<file path="src/rtl/multicycle_control_unit.sv">
// Multicycle RV32I control unit: state register, per-state datapath decode, ECALL halt and retire pulse.
// Optional performance counters are built when CTRL_PERF_CNT_EN is defined.
module multicycle_control_unit #(
    parameter logic [2:0]  RESET_STATE  = 3'd0,
    parameter logic [31:0] HALT_REG_VAL = 32'd10
) (
    input  logic        clk,
    input  logic        reset,
    input  logic [2:0]  next_state,
    input  logic [6:0]  opcode,
    input  logic        bcond,
    input  logic [31:0] x17_value,
    output logic [2:0]  current_state,
    output logic        pc_write,
    output logic [1:0]  pc_source,
    output logic        i_or_d,
    output logic        mem_read,
    output logic        mem_write,
    output logic        ir_write,
    output logic [1:0]  mem_to_reg,
    output logic        reg_write,
    output logic        alu_src_a,
    output logic [1:0]  alu_src_b,
    output logic [1:0]  alu_op,
    output logic        instr_done,
    output logic        is_halted,
    output logic [31:0] cycle_count,
    output logic [31:0] instr_count
);
    typedef enum logic [2:0] {
        S_IF = 3'd0, S_ID = 3'd1, S_EX_1 = 3'd2, S_EX_2 = 3'd3, S_MEM = 3'd4, S_WB = 3'd5
    } state_t;

    localparam logic [6:0] OP_R      = 7'b0110011;
    localparam logic [6:0] OP_I      = 7'b0010011;
    localparam logic [6:0] OP_LOAD   = 7'b0000011;
    localparam logic [6:0] OP_STORE  = 7'b0100011;
    localparam logic [6:0] OP_BRANCH = 7'b1100011;
    localparam logic [6:0] OP_JAL    = 7'b1101111;
    localparam logic [6:0] OP_JALR   = 7'b1100111;
    localparam logic [6:0] OP_ECALL  = 7'b1110011;

    state_t state;
    state_t legal_next;
    logic   halt_now;
    logic   pw_raw, mr_raw, mw_raw, irw_raw, rw_raw;

    assign current_state = state;
    assign legal_next    = (next_state > 3'd5) ? S_IF : state_t'(next_state);
    assign halt_now      = (state == S_ID) && (opcode == OP_ECALL) && (x17_value == HALT_REG_VAL);

    // A halting ECALL keeps the state in ID so the frozen core still shows where it stopped.
    always_ff @(posedge clk) begin
        if (reset) begin
            state     <= state_t'(RESET_STATE);
            is_halted <= 1'b0;
        end else if (!is_halted) begin
            if (halt_now) is_halted <= 1'b1;
            else          state     <= legal_next;
        end
    end

    always_comb begin
        pw_raw     = 1'b0;
        pc_source  = 2'b00;
        i_or_d     = 1'b0;
        mr_raw     = 1'b0;
        mw_raw     = 1'b0;
        irw_raw    = 1'b0;
        mem_to_reg = 2'b00;
        rw_raw     = 1'b0;
        alu_src_a  = 1'b0;
        alu_src_b  = 2'b00;
        alu_op     = 2'b00;
        case (state)
            S_IF: begin
                mr_raw  = 1'b1;
                irw_raw = 1'b1;
            end
            S_ID: begin
                if (opcode == OP_ECALL) pw_raw = 1'b1;
            end
            S_EX_1: begin
                case (opcode)
                    OP_R:      begin alu_src_a = 1'b1; alu_src_b = 2'b00; alu_op = 2'b10; end
                    OP_I:      begin alu_src_a = 1'b1; alu_src_b = 2'b10; alu_op = 2'b10; end
                    OP_LOAD, OP_STORE, OP_JALR:
                               begin alu_src_a = 1'b1; alu_src_b = 2'b10; alu_op = 2'b00; end
                    OP_JAL:    begin alu_src_a = 1'b0; alu_src_b = 2'b10; alu_op = 2'b00; end
                    OP_BRANCH: begin
                        alu_src_a = 1'b1;
                        alu_src_b = 2'b00;
                        alu_op    = 2'b01;
                        pw_raw    = !bcond;
                    end
                    default: ;
                endcase
            end
            S_EX_2: begin
                alu_src_b = 2'b10;
                pw_raw    = 1'b1;
                pc_source = 2'b01;
            end
            S_MEM: begin
                i_or_d = 1'b1;
                if (opcode == OP_LOAD) mr_raw = 1'b1;
                if (opcode == OP_STORE) begin
                    mw_raw = 1'b1;
                    pw_raw = 1'b1;
                end
            end
            S_WB: begin
                rw_raw = 1'b1;
                pw_raw = 1'b1;
                if (opcode == OP_LOAD) mem_to_reg = 2'b01;
                if (opcode == OP_JAL || opcode == OP_JALR) begin
                    mem_to_reg = 2'b10;
                    pc_source  = 2'b10;
                end
            end
            default: ;
        endcase
    end

    // Architectural writes are suppressed during reset; fetch enables are left alone so IF looks normal.
    assign pc_write   = pw_raw  && !is_halted && !reset;
    assign mem_write  = mw_raw  && !is_halted && !reset;
    assign reg_write  = rw_raw  && !is_halted && !reset;
    assign mem_read   = mr_raw  && !is_halted;
    assign ir_write   = irw_raw && !is_halted;
    assign instr_done = !is_halted && !reset && (state != S_IF) && (next_state == 3'd0);

`ifdef CTRL_PERF_CNT_EN
    always_ff @(posedge clk) begin
        if (reset) begin
            cycle_count <= 32'd0;
            instr_count <= 32'd0;
        end else if (!is_halted) begin
            cycle_count <= cycle_count + 32'd1;
            if (instr_done) instr_count <= instr_count + 32'd1;
        end
    end
`else
    assign cycle_count = 32'd0;
    assign instr_count = 32'd0;
`endif
endmodule

</file>
<file path="config.mk">
export PLATFORM = sky130hd
export DESIGN_NAME = multicycle_control_unit
export DESIGN_NICKNAME = d
export VERILOG_FILES = /design/src/rtl/multicycle_control_unit.sv
export SDC_FILE = /design/constraint.sdc
export NUM_CORES = 1
export LEC_CHECK = 0
export BUFFER_PORTS_ARGS = -buffer_cell sky130_fd_sc_hd__buf_2
export CAP_MARGIN = 5
export CORE_MARGIN = 1.5
export CORE_UTILIZATION = 33
export DETAILED_ROUTE_END_ITERATION = 10
export PLACE_DENSITY = 0.81
export SLEW_MARGIN = 0
export SYNTH_ARGS = -nofsm -noshare
export SYNTH_HDL_FRONTEND = slang
export SYNTH_SLANG_ARGS = --single-unit
</file>
<file path="constraint.sdc">
create_clock -name clk -period 2.7 [get_ports clk]
set_input_delay 0.675 -clock clk [delete_from_list [all_inputs] [get_ports clk]]
set_output_delay 0.675 -clock clk [all_outputs]
set_load 0.02 [all_outputs]
</file>
==> impl_metrics.toml <==
[run_status]
status = "finished clean"

[critical_path]
crit_required_ps = 2030
r2r_slack_ps = 1010
crit_start = "opcode[6]"
path_class = "in2out"
reg2reg_to = "current_state[2]$_SDFFE_PP0P_"
reg2reg_from = "current_state[0]$_SDFFE_PP0P_"
critical_path.endpoint_type = "output pin"
r2r_cells = 4
start_kind = "input port"
crit_end = "mem_read"
crit_fanout = 7
cp_data_arrival_time_ps = 1930

[floorplan]
die_x_um = 59.6
core_area_mm2 = 0.00305
ios = 129
start_util_pct = 34.7
dieArea_mm2 = 0.00356
row_count = 20
die_h_um = 59.6

[global_routing]
grt_max_degree = 12
grt_usage_pct = 11.7
grt_pass1_vias = 766
antenna_found_initial = 0
grt_pass1_wl_um = 3240
grt_remaining_overflow = 0

[cts]
clk_latency_ps = 230
post_cts.repair.setup_buffers = 0
cts_tree = "done"
clk_pin_slew_ps = 30
cts_buffers = 3
clockBufferDepth = 2
holdBufCountCts = 0
htree_levels = 1
cts_root_buf = "clkbuf_4"
clkSinkCount = 4
cts_resized = 0

[logic_synthesis]
synth_area_per_cell_um2 = 7.51
ys_async_sr_fraction_pct = 0
ys_seq_elements = 4
ys_types = 40
ys_seq_area_share_pct = 7.57
synth_area_mm2 = 0.00106
synth_area_leaders = "buf_4, dfxtp_1, nor4_1, nor4b_1, nor2_1"
yosys.area.top_type_share_pct = 46.8
synthCells = 141
synthFlopType = "dfxtp_1"
yosysTopAreaCell = "buf_4"
synth_edf_count = 0
yosysWarningCount = 0

[final_layout]
final_cell_mix = "conb_1, buf_2, nor2_1"
fin_nets = 253
layout-drive-gt1-share_pct = 39.3
final_cell_area_mm2 = 0.00121
final_common_cell = "conb_1"
area_growth_pct = 14.3
diodes = 0

[timing]
rsz0062_at_grt = "no"
setup-violations-final = 0
fin_crit_ps = 2610
fmax_mhz = 384
slew_violations = 0
hold_viol = 0
final.setup_skew_ps = 1.42
tns_ps = 0
layout_worst_path_cycle_share_pct = 96.5

[routing]
drc_errors = 0
drtIter0Drc = 31
routed_wirelength_um = 2360
vias = 1022
firstDrtPassIters = 4
postRouteAntennaNets = 0
vias_per_cell = 4.09
wl_per_cell_um = 9.45

[placement]
port_buffers = 63
place_area_mm2 = 0.00119
gp_congestion = 0.773
dp_hpwl_um = 2050

[flow_run]
maxCapViolations = 0

[power_and_ir_drop]
p_leak_uw = 0.000689
power_density_mw_per_mm2 = 250
ir_drop_uv = 86.3

[min_path]
hold_path.class = "reg2reg"
[worst min-delay path by stage]
stage / startpoint / endpoint / slack [ps] / cells past startpoint
after floorplan: current_state[0]$_SDFFE_PP0P_ / current_state[0]$_SDFFE_PP0P_ / 720 / 3
after global placement: is_halted$_SDFF_PP0_ / current_state[0]$_SDFFE_PP0P_ / 670 / 2
after detailed placement: is_halted$_SDFF_PP0_ / current_state[0]$_SDFFE_PP0P_ / 670 / 2
after CTS: is_halted$_SDFF_PP0_ / current_state[0]$_SDFFE_PP0P_ / 670 / 2
after global routing: current_state[2]$_SDFFE_PP0P_ / current_state[2]$_SDFFE_PP0P_ / 710 / 2
final: is_halted$_SDFF_PP0_ / current_state[0]$_SDFFE_PP0P_ / 670 / 2
[through the flow]
step	worst slack (ps)	instances	total power (µW)	utilization (%)	hold slack, ps
detailed placement	111	247	231	38.9	665
finish	93.6	250	303	39.6	673
global placement	103	247	230	38.9	665
global route	39.8	250	324	39.6	706
CTS	99.3	250	306	39.6	674
floorplan	163	205	254	-	717
[sequential cells by signal (all words and copies together), names as in the netlist]
signal,cells
is_halted,1
current_state,3
[final cells by class]
cell class / instances / area (µm²)
fillers: 338 / 1840
inverters: 3 / 11.3
flip-flops and latches: 4 / 80.1
well taps: 44 / 55.1
multi-input cells: 128 / 688
clock buffers: 3 / 22.5
repair buffers: 68 / 353
[worst max-delay path, stage by stage]
cell and delay, ps:
buf_2 130, nand3b_2 210, or3_4 360, a2111oi_4 340, buf_2 210
[synthesized netlist by cell type, drive strengths merged (3+ instances only)]
cell type and instances:
dfxtp 4, nor4 6, buf 68, inv 3, nand2 6, nor3 5, nor4b 4, nor2 10
and4b 3
[where the power goes]
part / switching [µW] / leakage [µW] / internal, µW
Sequential: 5.59 / 0.0000328 / 61.5
Clock: 21.4 / 0.0000138 / 49.5
Combinational: 120 / 0.000643 / 44.6
Total: 147 / 0.000689 / 156
[cells by family after synthesis]
group | after synthesis | share of synthesized area (%)
and+or+nand+nor | 50 | 31.1
other | 1 | 0.354
DFF | 4 | 7.57
buffers and inverters | 73 | 50.1
AOI/OAI and AO/OA | 13 | 10.9
[layer usage]
layer / vias up / wire, µm / global-route usage (%)
met2: 86 / 1210 / 22.9
met4: 0 / 42 / 3.81
met1: 437 / 849 / 13.7
met3: 4 / 256 / 0
li1: 495 / - / -
met5: - / 0 / 0
Note: power is estimated with default switching activity, not from simulation.
